==> src/rtl/edge_point_extract.sv <==
// Purpose : turns an edge-detected pixel stream into a queue of (column,row) edge points.
// Latency : pixel sampled on edge N, point written to the FIFO on edge N+1, PointValid after N+1.
// Backpres: point FIFO (first-word-fall-through) stalls on PointReady=0; pushes to a full FIFO
//           without a simultaneous pop are dropped and flagged on the sticky Overflow output.
// Ports   : Clk/nReset (async active-low); PixelIn/FrameIn/LineIn pixel stream;
//           PointX/PointY/PointValid/PointReady point stream; Overflow, FrameDone status.
// Option  : define EDGE_POINT_STATS_EN to add PointCount, the per-frame edge point total.
module edge_point_extract #(
  parameter int unsigned THRESHOLD  = 128,
  parameter int unsigned FIFO_DEPTH = 16
) (
  input  logic       Clk,
  input  logic       nReset,
  input  logic [7:0] PixelIn,
  input  logic       FrameIn,
  input  logic       LineIn,
  output logic [7:0] PointX,
  output logic [7:0] PointY,
  output logic       PointValid,
  input  logic       PointReady,
  output logic       Overflow,
  output logic       FrameDone
`ifdef EDGE_POINT_STATS_EN
  ,
  output logic [15:0] PointCount
`endif
);

  localparam int unsigned AW  = $clog2(FIFO_DEPTH);
  localparam logic [7:0]  THR = 8'(THRESHOLD);

  logic          frame_seen_q, frame_seen_d;
  logic [7:0]    col_q, col_d;
  logic [7:0]    row_q, row_d;
  logic          pt_vld_q, pt_vld_d;
  logic [7:0]    pt_x_q, pt_y_q;
  logic [AW:0]   wr_ptr_q, wr_ptr_d;
  logic [AW:0]   rd_ptr_q, rd_ptr_d;
  logic          overflow_q, overflow_d;
  logic          frame_done_q, frame_done_d;
  logic [15:0]   mem_q [FIFO_DEPTH];
  logic [15:0]   head;

  logic          is_edge;
  logic          empty;
  logic          full;
  logic          pop;
  logic          push_ok;
  logic          drop;

  always_comb begin
    frame_seen_d = frame_seen_q | FrameIn;
    // Pixels only count once a frame has started; FrameIn's own pixel belongs to the new frame.
    is_edge      = (FrameIn || frame_seen_q) && (PixelIn >= THR);
    pt_vld_d     = is_edge;

    col_d = col_q;
    row_d = row_q;
    if (FrameIn) begin
      // FrameIn wins over a coincident LineIn: the row must restart at 0, not 1.
      col_d = 8'd0;
      row_d = 8'd0;
    end else if (frame_seen_q) begin
      if (LineIn) begin
        col_d = 8'd0;
        row_d = (row_q == 8'hFF) ? row_q : row_q + 8'd1;
      end else begin
        col_d = (col_q == 8'hFF) ? col_q : col_q + 8'd1;
      end
    end

    // Extra pointer MSB distinguishes full (MSBs differ) from empty (pointers equal).
    empty   = (wr_ptr_q == rd_ptr_q);
    full    = (wr_ptr_q[AW] != rd_ptr_q[AW]) && (wr_ptr_q[AW-1:0] == rd_ptr_q[AW-1:0]);
    pop     = !empty && PointReady;
    // A pop frees the head slot this same edge, so a full FIFO can still accept the push.
    push_ok = pt_vld_q && (!full || pop);
    drop    = pt_vld_q && full && !pop;

    wr_ptr_d = wr_ptr_q;
    rd_ptr_d = rd_ptr_q;
    if (push_ok) wr_ptr_d = wr_ptr_q + 1'b1;
    if (pop)     rd_ptr_d = rd_ptr_q + 1'b1;

    // A drop on the FrameIn cycle is still reported for the frame that is starting.
    if (drop)         overflow_d = 1'b1;
    else if (FrameIn) overflow_d = 1'b0;
    else              overflow_d = overflow_q;

    frame_done_d = FrameIn && frame_seen_q;
  end

  always_ff @(posedge Clk or negedge nReset) begin
    if (!nReset) begin
      frame_seen_q <= 1'b0;
      col_q        <= 8'd0;
      row_q        <= 8'd0;
      pt_vld_q     <= 1'b0;
      pt_x_q       <= 8'd0;
      pt_y_q       <= 8'd0;
      wr_ptr_q     <= '0;
      rd_ptr_q     <= '0;
      overflow_q   <= 1'b0;
      frame_done_q <= 1'b0;
    end else begin
      frame_seen_q <= frame_seen_d;
      col_q        <= col_d;
      row_q        <= row_d;
      pt_vld_q     <= pt_vld_d;
      pt_x_q       <= col_d;
      pt_y_q       <= row_d;
      wr_ptr_q     <= wr_ptr_d;
      rd_ptr_q     <= rd_ptr_d;
      overflow_q   <= overflow_d;
      frame_done_q <= frame_done_d;
    end
  end

  // Storage needs no reset: entries are only visible while the pointers say they are valid.
  always_ff @(posedge Clk) begin
    if (push_ok) mem_q[wr_ptr_q[AW-1:0]] <= {pt_x_q, pt_y_q};
  end

  assign head       = mem_q[rd_ptr_q[AW-1:0]];
  assign PointValid = !empty;
  // Gated so the point outputs read 0 in reset and whenever the FIFO is empty.
  assign PointX     = PointValid ? head[15:8] : 8'd0;
  assign PointY     = PointValid ? head[7:0]  : 8'd0;
  assign Overflow   = overflow_q;
  assign FrameDone  = frame_done_q;

`ifdef EDGE_POINT_STATS_EN
  logic [15:0] cnt_q, cnt_d;
  logic [15:0] point_count_q, point_count_d;

  always_comb begin
    cnt_d         = cnt_q;
    point_count_d = point_count_q;
    if (FrameIn) begin
      // Publish the completed frame's total; FrameIn's own pixel starts the new count.
      if (frame_seen_q) point_count_d = cnt_q;
      cnt_d = is_edge ? 16'd1 : 16'd0;
    end else if (is_edge && (cnt_q != 16'hFFFF)) begin
      cnt_d = cnt_q + 16'd1;
    end
  end

  always_ff @(posedge Clk or negedge nReset) begin
    if (!nReset) begin
      cnt_q         <= 16'd0;
      point_count_q <= 16'd0;
    end else begin
      cnt_q         <= cnt_d;
      point_count_q <= point_count_d;
    end
  end

  assign PointCount = point_count_q;
`endif

endmodule

==> config.mk <==
export PLATFORM = sky130hd
export DESIGN_NAME = edge_point_extract
export DESIGN_NICKNAME = d
export VERILOG_FILES = /design/src/rtl/edge_point_extract.sv
export SDC_FILE = /design/constraint.sdc
export NUM_CORES = 1
export LEC_CHECK = 0
export BUFFER_PORTS_ARGS = -buffer_cell sky130_fd_sc_hd__buf_4
export CORE_MARGIN = 1.5
export CORE_UTILIZATION = 40
export CTS_CLUSTER_SIZE = 12
export DETAILED_ROUTE_END_ITERATION = 10
export PLACE_DENSITY_LB_ADDON = 0.1
export SETUP_SLACK_MARGIN = 0.1
export SYNTH_ARGS = -nofsm -noshare
export SYNTH_HDL_FRONTEND = slang
export SYNTH_SLANG_ARGS = --single-unit
==> constraint.sdc <==
create_clock -name Clk -period 2.9 [get_ports Clk]
set_clock_uncertainty 0.05 [all_clocks]
set_input_delay 0.29 -clock Clk [delete_from_list [all_inputs] [get_ports Clk]]
set_output_delay 0.29 -clock Clk [all_outputs]
set_load 0.05 [all_outputs]
# Word level (Yosys, flattened, before mapping)
# Memory sizes are Yosys's and may differ from the RTL's.
# Cells that the tools add are included.
[totals]
inputBits = 13
wordCells = 53
memories = 1
reg_bits = 30
ramBits = 256
[memory_table]
columns = ["memory", "words", "width", "rd", "rd_ports_with_merged_regs", "wr", "line_no", "source"]
rows = [
  ["mem_q", 16, 16, 1, 0, 1, "41", "logic [15:0] mem_q [FIFO_DEPTH];"],
]
[classes]
magnitude_cmp = 1
addsub = 4
reduce_logical = 17
n_eq_ne = 7
bitwise = 1
mux = 14
[ops]
columns = ["operator", "n"]
rows = [
  ["8-bit two-way mux", 10],
  ["8-bit by 1-bit adder with 8-bit output (second input constant)", 2],
  ["8-bit equality test (second input constant)", 2],
  ["5-bit by 1-bit adder with 5-bit output (second input constant)", 2],
  ["8-bit greater-or-equal comparator (second input constant)", 1],
  ["1-bit logical AND", 7],
  ["2-bit nonzero test", 3],
  ["5-bit equality test", 1],
  ["4-bit equality test", 1],
  ["1-bit two-way mux", 4],
  ["1-bit zero test", 3],
  ["3-bit inequality test (second input constant)", 1],
  ["3-bit AND reduction", 1],
  ["1-bit logical OR", 2],
  ["2-bit inequality test (second input constant)", 1],
  ["2-bit AND reduction", 1],
  ["1-bit inequality test", 1],
  ["1-bit bitwise OR", 1],
]

# Longest topological paths before layout
# Gate-level depths: netlist (run 1).
[logic_depth]
depth_word = 7
ltp_mapped = 6

# Least setup slack after synthesis (run 1)
# No wires, ideal clock.
[synth_timing]
kind = "reg-to-reg"
startpoint = "reg rd_ptr_q[0]"
endpoint = "mem mem_q[3][0] (enable)"
path_stages_with_launch = 6
slack_ps = 368
required_time_ps = 2441
arrival_time_ps = 2073
path_buffers = 1
path_cell_list = "dfrtp_1 buf_6 xnor2_1 nand4_4 o211ai_2 nor3_1"
[synth_via]
elab_chain_cells = 7
elab_cells_between_ends = 10
classes_between = "eq/ne: 2; mux: 2; reduce/logical: 6"
[synth_rtl]
columns = ["element", "line_no", "source"]
rows = [
  ["start: declaration", "38", "logic [AW:0] rd_ptr_q, rd_ptr_d;"],
  ["start signal: assignment", "113", "rd_ptr_q <= rd_ptr_d;"],
  ["5-bit equality test or 4-bit equality test (tied branches)", "73, 74", ""],
  ["1-bit zero test or 1-bit logical AND (tied branches)", "75, 74", ""],
  ["1-bit logical AND or 1-bit zero test (tied branches)", "75, 77", ""],
  ["1-bit logical OR *", "77", "push_ok = pt_vld_q && (!full || pop);"],
  ["1-bit logical AND *", "77", ""],
  ["1-bit two-way mux *", "121", "if (push_ok) mem_q[wr_ptr_q[AW-1:0]] <= {pt_x_q, pt_y_q};"],
  ["1-bit two-way mux (not written as such) *", "121", ""],
  ["end: declaration", "41", ""],
]
# Every way passes the cells marked *; elsewhere a longest branch is shown, timed or not.

# Final worst setup path (run 1)
[layout_timing]
startpoint = "reg rd_ptr_q[0]"
endpoint = "out PointY[0]"
[layout_via]
elab_chain_cells = 2
elab_cells_between_ends = 3
classes_between = "eq/ne: 1; mux: 1; memory: 1"
[layout_rtl]
columns = ["element", "line_no", "source"]
rows = [
  ["memory 16 x 16 bit or 5-bit equality test (tied branches)", "-", ""],
  ["8-bit two-way mux *", "128", "assign PointY = PointValid ? head[7:0] : 8'd0;"],
  ["end: declaration", "18", "output logic [7:0] PointY,"],
]
# Marks and branches as above.

==> results of run 1 <==
-- cells by family after synthesis --
| kind of cell | after synthesis | share of synthesized area [%] |
|---|---|---|
| XOR/XNOR | 14 | 1.14 |
| buffers and inverters | 37 | 2.11 |
| AO/OA/AOI/OAI | 86 | 4.99 |
| multiplexers | 68 | 13.1 |
| AND/OR/NAND/NOR | 72 | 3.65 |
| flip-flops | 286 | 74.2 |
| adder cells (fa/ha/maj) | 7 | 0.770 |
-- registers in the layout, indices dropped and copies added (netlist names) --
name / cells
FrameDone: 1
Overflow: 1
frame_seen_q: 1
mem_q: 256
pt_vld_q: 1
pt_x_q: 8
pt_y_q: 8
rd_ptr_q: 5
wr_ptr_q: 5
-- worst reg2reg max path, delay by kind of cell, from the launching register on --
| family | cells | cell delay [ns] |
|---|---|---|
| AND/OR/NAND/NOR | 2 | 0.88 |
| flip-flops | 1 | 0.57 |
| buffers and inverters | 2 | 0.53 |
| AO/OA/AOI/OAI | 1 | 0.15 |
| XOR/XNOR | 1 | 0.12 |
-- worst max-delay path by stage --
stage | to | slack, ns | cells after the start
6_report | PointY[0] | 0.05 | 6
5_1_grt | PointX[5] | -0.01 | 6
4_1_cts | PointY[0] | 0.03 | 6
3_5_place_dp | mem_q[3][13] | 0.37 | 5
3_3_place_gp | mem_q[3][13] | 0.43 | 5
2_1_floorplan | mem_q[3][0] | 0.37 | 5
-- what timing repair did --
item / in CTS / in global routing
pin swaps: 11 / 15
resized for setup: 24 / 36
hold endpoints to repair: 35 / 0
gates cloned: 3 / 4
hold buffers: 3 / 0
endpoints found under the setup margin: 14 / 17
setup buffers: 4 / 7
-- area by class of cell --
cell class / count / share of cell area (%)
Inverter: 9 / 0.245
Clock inverter: 5 / 0.535
Sequential cell: 286 / 61.1
Clock buffer: 51 / 6.73
Multi-Input combinational cell: 247 / 20.9
Timing Repair Buffer: 83 / 7.03
Tap cell: 378 / 3.42
-- power breakdown --
part	switching, mW	total, mW	internal, mW
Clock	1.52	3.78	2.26
Combinational	3.26	5.77	2.51
Sequential	0.249	5.16	4.91
-- metal layers --
metal | vias up | wire length (um) | part of all wire (%) | track usage (%)
met3 | 40 | 1050 | 3.9 | 2.39
li1 | 2526 | - | - | -
met4 | 0 | 617 | 2.3 | 4.96
met2 | 129 | 13100 | 49 | 30.6
met5 | - | 0 | 0 | 0
met1 | 3134 | 12100 | 45 | 26.3
-- cells in the final DEF, fill, tap and decap left out, types with 4 or more instances in the layout --
cell and count:
a21oi_1 17, a21oi_2 7, a22oi_1 9, a22oi_2 23
and2_1 4, and3_1 15, buf_12 9, buf_16 6
buf_4 51, buf_6 10, clkbuf_1 11, clkbuf_16 34
clkbuf_8 10, dfrtp_1 28, edfxtp_1 256, ha_1 7
inv_1 7, mux4_2 64, nand2_1 9, nand3_1 6
nor2_1 10, o21ai_0 10, o31ai_1 4, xnor2_1 11
==> flow_summary.json, run 1 <==
{
  "avgSynthCellArea_sq_um": 19.9,
  "drtPass1Iterations": 4,
  "finalNetCount": 677,
  "rsz0062_at_grt": "true",
  "fillers": 2301,
  "antenna_left": 0,
  "p_total_mw": 14.7,
  "critPathTopFamily": "flip-flops",
  "cts_htree_levels": 1,
  "period_minus_slack_ns": 2.85,
  "min_period_over_period_pct": 98.2,
  "place_inst": 982,
  "fp.dieH_um": 172,
  "r2r_setup_slack_ns": 0.30,
  "antenna_found_initial": 0,
  "critPathMostFrequentCell": "buf_6",
  "final_cells": 1059,
  "r2r-end": "mem_q[3][10]",
  "syn_inst": 570,
  "synth_top_cell_area_share_pct": 67.6,
  "cap_violations": 0,
  "cts_sinks": 286,
  "required_ns": 2.56,
  "syn_nets": 590,
  "synthTopCellsByCount": "256 x edfxtp_1, 63 x mux4_2, 32 x a22oi_1",
  "tightest_slew_ns": 1.07,
  "grt_pass1_vias": 6050,
  "yosysSeqAreaShare_pct": 74.2,
  "cp_cell_sequence": "buf_16 > buf_6 > mux4_2 > a22oi_2 > a21oi_2 > buf_6",
  "r2r_start": "rd_ptr_q[0]",
  "ys_async_sr_fraction_pct": 10.5,
  "ys_seq_elements": 286,
  "gr-total-overflow": 0,
  "ys_types": 51,
  "min_to": "rd_ptr_q[4]",
  "final_max_slew_viol_count": 0,
  "syn_area_sq_um": 11400,
  "setup_violations": 0,
  "ir_drop_mv": 0.807,
  "drive_above_1_share_pct": 34.8,
  "clockBufferDepth": 3,
  "root_buffer": "clkbuf_16",
  "fp.dieW_um": 172,
  "synth_ff_type": "edfxtp_1",
  "hold_class": "in2reg",
  "synth_top_area_cell": "edfxtp_1",
  "final_hold_viol_count": 0,
  "regArea_sq_um": 8440,
  "fin_hold_ws_ns": 0.0328,
  "hp-start": "PointReady",
  "clk_latency_ns": 0.56,
  "synthTopCellsByArea": "edfxtp_1 68%, mux4_2 12%, dfrtp_1 6.6%",
  "gp_congestion": 0.789,
  "diodes": 0,
  "fmax_mhz": 351,
  "postLayoutCoreUtil_pct": 49.6,
  "synth_warnings": 0,
  "postLayoutCellArea_sq_um": 13800,
  "worst_setup_path_start_kind": "register",
  "outcome": "complete, no violations",
  "critPathKind": "reg2out",
  "crit_path_max_incr_delay_ns": 0.54,
  "crit_fanout": 7,
  "track_usage_pct": 18.6,
  "cts.clk_slew.worst_paths_ns": 0.06,
  "synth_most_common_cell": "edfxtp_1",
  "cts_tree": "yes",
  "dp_worst_setup_slack_ns": 0.370,
  "drc": 0,
  "multi_input_area_sq_um": 2890,
  "fp.dieArea_sq_um": 29400,
  "min_path_cells": 3,
  "cp-end-kind": "output port",
  "area_growth_syn_to_layout_pct": 21.5,
  "portBuffers": 24,
  "vias": 5829,
  "fin_ws_ns": 0.0516,
  "io-pin-count": 32,
  "power_density_nw_per_um2": 1070,
  "place_area_sq_um": 12200,
  "worst_path_max_delay_cell": "dfrtp_4",
  "wl_per_cell_um": 25.3,
  "start_util_pct": 40.8,
  "grt_pass1_wl_mm": 39.1,
  "dp_hpwl_mm": 15.3,
  "cp.buffers_inverters": 3,
  "wl_mm": 26.8,
  "placementRows": 61,
  "max_slew_margin_pct": 29.0,
  "routed_via_density": 5.50,
  "power_leakage_nw": 4.71,
  "arrival_ns": 2.51,
  "crit_start": "rd_ptr_q[0]",
  "drt_iter0_drc": 519,
  "grt_start_max_net_pins": 68,
  "setup_tns_ns": 0,
  "rr_worst_depth": 6,
  "core_sq_um": 27900,
  "synth_edf_count": 256,
  "cts_buffers": 30
}
(Power assumes the default switching activity.)
==> run 2: changes to the inputs <==
--- a/config.mk
+++ b/config.mk
@@ -11,6 +11,7 @@
 export CTS_CLUSTER_SIZE = 12
 export DETAILED_ROUTE_END_ITERATION = 10
 export PLACE_DENSITY_LB_ADDON = 0.1
+export RECOVER_POWER = 100
 export SETUP_SLACK_MARGIN = 0.1
 export SYNTH_ARGS = -nofsm -noshare
 export SYNTH_HDL_FRONTEND = slang
==> run 2 against run 1 <==
Against the previous run:
- the flow now finishes with violations (capacitance limit, slew limit)
- largest cell class unchanged
- highest routed layer unchanged
- worst hold slack hardly changed
- non-clock buffer count is the same
- sequential cell count unchanged
==> flow_summary.json, run 2 (synthesized netlist as in run 1, its figures left out) <==
{
  "outcome": "finished with violations",
  "violations": "capacitance limit, slew limit",
  "cp-end-kind": "output port",
  "r2r_setup_slack_ns": 0.24,
  "grt_pass1_vias": 6050,
  "layout_commonest_cell": "edfxtp_1",
  "fp.dieW_um": 172,
  "cts.clk_slew.worst_paths_ns": 0.06,
  "drt_iter0_drc": 501,
  "diodes": 0,
  "rr_worst_depth": 6,
  "rsz0062_at_grt": "true",
  "gp_congestion": 0.789,
  "max_slew_margin_pct": -23.4,
  "vias": 5828,
  "crit_end": "PointY[0]",
  "arrival_ns": 2.51,
  "cts_htree_levels": 1,
  "r2r-end": "mem_q[3][10]",
  "placementRows": 61,
  "track_usage_pct": 18.6,
  "antenna_left": 0,
  "drtPass1Iterations": 4,
  "worst_path_max_delay_cell": "dfrtp_4",
  "setup_violations": 0,
  "drive_above_1_share_pct": 33.6,
  "p_sw_mw": 5.02,
  "grt_pass1_wl_mm": 39.1,
  "crit_path_max_incr_delay_ns": 0.54,
  "dp_worst_setup_slack_ns": 0.370,
  "ir_drop_mv": 0.806,
  "cts_sinks": 286,
  "fin_hold_ws_ns": 0.0330,
  "cap_violations": 1,
  "wl_per_cell_um": 25.3,
  "start_util_pct": 40.8,
  "clockPowerShare_pct": 25.7,
  "period_minus_slack_ns": 2.85,
  "cp.depth": 6,
  "tightest_slew_ns": 1.85,
  "wl_mm": 26.8,
  "r2r_start": "rd_ptr_q[0]",
  "portBuffers": 24,
  "final_max_slew_viol_count": 31,
  "routed_via_density": 5.50,
  "seq_power_share_pct": 35.1,
  "hold_class": "in2reg",
  "cp.buffers_inverters": 3,
  "drc": 0,
  "cts_tree": "yes",
  "core_sq_um": 27900,
  "clockBufferDepth": 3,
  "grt_start_max_net_pins": 68,
  "fillers": 2302,
  "crit_start": "rd_ptr_q[0]",
  "root_buffer": "clkbuf_16",
  "power_frac_comb_pct": 39.2,
  "critPathMostFrequentCell": "buf_6",
  "fmax_mhz": 351,
  "crit_fanout": 7,
  "swShare_pct": 34.2,
  "p_total_mw": 14.7,
  "internal_power_mw": 9.68,
  "final_cell_mix": "256 x edfxtp_1, 64 x mux4_2, 45 x buf_4",
  "area_growth_syn_to_layout_pct": 21.2,
  "worst_setup_path_start_kind": "register",
  "postLayoutCoreUtil_pct": 49.5,
  "clk_latency_ns": 0.56,
  "required_ns": 2.56,
  "fp.dieH_um": 172,
  "fin_ws_ns": 0.0534,
  "antenna_found_initial": 0,
  "power_leakage_nw": 4.68,
  "final_hold_viol_count": 0,
  "cts_buffers": 30,
  "finalNetCount": 677,
  "min_period_over_period_pct": 98.2,
  "largest_reg_flops": 256,
  "fp.dieArea_sq_um": 29400,
  "gr-total-overflow": 0,
  "cp_cell_sequence": "buf_16 > buf_6 > mux4_2 > a22oi_2 > a21oi_2 > buf_6",
  "io-pin-count": 32,
  "critPathTopFamily": "flip-flops",
  "critPathKind": "reg2out",
  "setup_tns_ns": 0,
  "power_density_nw_per_um2": 1070,
  "dp_hpwl_mm": 15.3
}
run 2: changes by cell type in the layout (fill, tap and decap cells not counted), sizes merged:
cell,change
buf,-6
clkbuf,+6
run 2: cell type report:
cell class | count | area, sq um | share of cell area [%]
multi-input cells | 247 | 2880 | 20.9
clock buffers | 51 | 930 | 6.75
flip-flops and latches | 286 | 8440 | 61.3
well taps | 378 | 473 | 3.43
inverters | 9 | 33.8 | 0.245
repair buffers | 83 | 948 | 6.88
clock inverters | 5 | 73.8 | 0.536
run 2: timing repair:
action / CTS / global route
buffers inserted: 4 / 7
gates cloned: 3 / 4
hold endpoints to repair: 35 / 0
hold buffers: 3 / 0
resized for setup: 24 / 36
setup endpoints to repair: 14 / 17
pin swaps: 11 / 15
run 2: worst reg2reg max path, stage by stage, from the launching register on:
cell	delay, ns
dfrtp_4	0.57
buf_4	0.19
xnor2_4	0.12
nand4_4	0.11
o211ai_1	0.20
nor3_2	0.78
buf_4	0.34
run 2: stage by stage:
step           cell area, sq um  cells
6_report                  13800   1059
5_1_grt                   13800   1059
4_1_cts                   13500   1048
3_5_place_dp              12200    982
3_3_place_gp              12200    982
2_1_floorplan             11400    570
run 2: power by group through the flow:
stage | clock [mW] | combinational (mW) | sequential, mW
6_report | 3.78 | 5.75 | 5.16
5_1_grt | 4.01 | 6.08 | 5.20
4_1_cts | 3.87 | 5.25 | 5.15
3_5_place_dp | 0 | 4.77 | 5.21
3_3_place_gp | 0 | 4.73 | 5.19
2_1_floorplan | 0 | 3.39 | 5.12
run 2: metal layers:
| metal | global-route usage, % | wire, um | up-vias |
|---|---|---|---|
| li1 | - | - | 2524 |
| met1 | 26.3 | 12000 | 3127 |
| met2 | 30.6 | 13100 | 137 |
| met3 | 2.39 | 1110 | 40 |
| met4 | 4.96 | 617 | 0 |
| met5 | 0 | 0 | - |
run 2: worst min path at each step:
| stage | cells past startpoint | slack (ns) | endpoint | from |
|---|---|---|---|---|
| 2_1_floorplan | 0 | -0.06 | FrameDone | nReset |
| 3_3_place_gp | 1 | 0.22 | Overflow | nReset |
| 3_5_place_dp | 1 | 0.21 | Overflow | nReset |
| 4_1_cts | 3 | 0.005 | rd_ptr_q[4] | PointReady |
| 5_1_grt | 3 | 0.04 | rd_ptr_q[4] | PointReady |
| 6_report | 3 | 0.03 | rd_ptr_q[4] | PointReady |
==> run 3: changes to the inputs <==
--- a/config.mk
+++ b/config.mk
@@ -5,12 +5,14 @@
 export SDC_FILE = /design/constraint.sdc
 export NUM_CORES = 1
 export LEC_CHECK = 0
+export ABC_AREA = 1
 export BUFFER_PORTS_ARGS = -buffer_cell sky130_fd_sc_hd__buf_4
 export CORE_MARGIN = 1.5
 export CORE_UTILIZATION = 40
+export CTS_BUF_LIST = sky130_fd_sc_hd__clkbuf_8
 export CTS_CLUSTER_SIZE = 12
 export DETAILED_ROUTE_END_ITERATION = 10
-export PLACE_DENSITY_LB_ADDON = 0.1
+export PLACE_DENSITY = 0.53
 export RECOVER_POWER = 100
 export SETUP_SLACK_MARGIN = 0.1
 export SYNTH_ARGS = -nofsm -noshare
==> run 3 against run 2 <==
Against the previous run:
- the flow still finishes with violations (capacitance limit, slew limit)
- clock-buffer cell count rose by 1
- area after synthesis increased by 14%
- largest power group unchanged
- via count increased by 48%
- non-clock buffer count decreased by 6
- utilization shrank 3.4 points
- critical path depth rose by 1
- worst setup slack improved by 0.089 ns
- clock power fell by 12%
==> flow_summary.json, run 3 <==
{
  "final_cell_mix": "505 x nand2_1, 256 x edfxtp_1, 214 x inv_1",
  "synthTopCellsByCount": "504 x nand2_1, 256 x edfxtp_1, 201 x inv_1",
  "outcome": "finished with violations",
  "cts_tree": "yes",
  "crit_fanout": 34,
  "clockBufferDepth": 3,
  "synth_top_cell_area_share_pct": 59.4,
  "power_density_nw_per_um2": 979,
  "synth_warnings": 0,
  "antenna_found_initial": 0,
  "fmax_mhz": 363,
  "final_max_slew_viol_count": 31,
  "start_util_pct": 40.8,
  "synth_most_common_cell": "nand2_1",
  "final_cells": 1829,
  "routed_via_density": 4.71,
  "gr-total-overflow": 0,
  "fillers": 3023,
  "tightest_slew_ns": 1.74,
  "fp.dieArea_sq_um": 33400,
  "ys_types": 33,
  "postLayoutCellArea_sq_um": 14600,
  "cap_violations": 1,
  "vias": 8616,
  "min_period_over_period_pct": 95.1,
  "critPathKind": "reg2out",
  "drt_iter0_drc": 666,
  "syn_area_sq_um": 12900,
  "fin_ws_ns": 0.143,
  "dp_hpwl_mm": 17.1,
  "yosysSeqAreaShare_pct": 65.2,
  "final_hold_viol_count": 0,
  "max_slew_margin_pct": -15.8,
  "crit_start": "rd_ptr_q[1]",
  "avgSynthCellArea_sq_um": 9.86,
  "fp.dieH_um": 183,
  "core_sq_um": 31700,
  "synth_top_area_cell": "edfxtp_1",
  "period_minus_slack_ns": 2.76,
  "grt_pass1_vias": 8218,
  "rsz0062_at_grt": "true",
  "drive_above_1_share_pct": 10.9,
  "worst_setup_path_start_kind": "register",
  "antenna_left": 0,
  "ys_seq_elements": 286,
  "synth_ff_type": "edfxtp_1",
  "gp_congestion": 0.762,
  "ys_async_sr_fraction_pct": 10.5,
  "syn_inst": 1312,
  "largest_reg_flops": 256,
  "synthTopCellsByArea": "edfxtp_1 59%, nand2_1 15%, nand3_1 5.9%",
  "syn_nets": 1332,
  "rr_worst_depth": 7,
  "cts_sinks": 286,
  "setup_tns_ns": 0,
  "place_inst": 1727,
  "violations": "capacitance limit, slew limit",
  "place_area_sq_um": 13700,
  "r2r_start": "rd_ptr_q[1]",
  "cts_htree_levels": 2,
  "p_total_mw": 14.3,
  "placementRows": 65,
  "wl_mm": 29.8,
  "synth_edf_count": 256,
  "fp.dieW_um": 183,
  "cp-end-kind": "output port",
  "wl_per_cell_um": 16.3,
  "area_growth_syn_to_layout_pct": 12.9,
  "cts_buffers": 50,
  "hold_class": "reg2reg",
  "dp_worst_setup_slack_ns": 0.546,
  "setup_violations": 0,
  "ir_drop_mv": 0.657,
  "r2r_setup_slack_ns": 0.26,
  "power_leakage_nw": 6.49,
  "crit_end": "PointX[0]",
  "layout_commonest_cell": "nand2_1",
  "portBuffers": 24,
  "clk_latency_ns": 0.54,
  "cts.clk_slew.worst_paths_ns": 0.06,
  "drc": 0,
  "arrival_ns": 2.42,
  "io-pin-count": 32,
  "finalNetCount": 1407,
  "fin_hold_ws_ns": 0.435,
  "required_ns": 2.56,
  "drtPass1Iterations": 5,
  "r2r-end": "mem_q[7][1]",
  "track_usage_pct": 18.4,
  "grt_pass1_wl_mm": 46.5,
  "grt_start_max_net_pins": 79,
  "postLayoutCoreUtil_pct": 46.1,
  "root_buffer": "clkbuf_8"
}
run 3: changes by cell type after synthesis, moves of 8 or more:
cell     previous run  this run
inv_1               7       201
xnor2_1            12         3
a21oi_2             0        10
a21oi_1            26        12
buf_4               0         8
mux4_2             63         0
nand3_1             6       153
buf_2              10        24
nor2_1             10        32
a22oi_1            32         0
and3_1             15         0
nand2_1             9       504
run 3: layer usage:
metal / routed length [um] / track usage (%)
met5: 0 / 0
met4: 671 / 5.64
met2: 13400 / 29.2
met3: 1290 / 2.58
met1: 14400 / 26.2
run 3: repair_timing:
| action | in CTS | in global routing |
|---|---|---|
| cloned | 1 | 1 |
| buffers inserted | 0 | 3 |
| setup endpoints to repair | 16 | 14 |
| resized for setup | 10 | 9 |
| endpoints found under the hold margin | 39 | 0 |
| pin swaps | 0 | 0 |
| hold buffers | 5 | 0 |
run 3: report_power, final:
part / total (mW) / internal (mW) / switching (mW)
sequential: 5.06 / 4.86 / 0.203
combinational: 5.91 / 1.72 / 4.18
clock: 3.34 / 1.75 / 1.59
total: 14.3 / 8.33 / 5.98
run 3: layout make-up:
class | instances | area [sq um] | area share, %
tap | 402 | 503 | 3.44
antenna | 1 | 2.50 | 0.0171
timing repair buffer | 77 | 603 | 4.13
multi-input combinational | 765 | 3370 | 23.0
sequential | 286 | 8440 | 57.8
inverter | 207 | 791 | 5.41
clock inverter | 39 | 189 | 1.29
clock buffer | 52 | 716 | 4.90
run 3: worst min-delay path by stage:
stage	end	slack (ns)	cells after the start	startpoint
final	FrameDone	0.43	2	frame_seen_q
after global routing	pt_vld_q	0.45	4	PixelIn[7]
after CTS	FrameDone	0.17	2	nReset
after detailed placement	FrameDone	0.21	1	nReset
after global placement	FrameDone	0.21	1	nReset
after floorplan	FrameDone	-0.06	0	nReset
run 3: cell families after synthesis:
logic type,share of synthesized area (%)
AND/OR/NAND/NOR,22.7
flip-flops,65.2
buffers and inverters,8.80
AO/OA/AOI/OAI,1.83
XOR/XNOR,0.745
adder cells (fa/ha/maj),0.677
run 3: worst max-delay path, stage by stage, from the launching register on:
cell	delay (ns)
dfrtp_2	0.46
buf_16	0.25
xor2_1	0.26
nor2_4	0.08
nand3_4	0.16
inv_6	0.13
a21oi_2	0.21
clkbuf_2	0.32
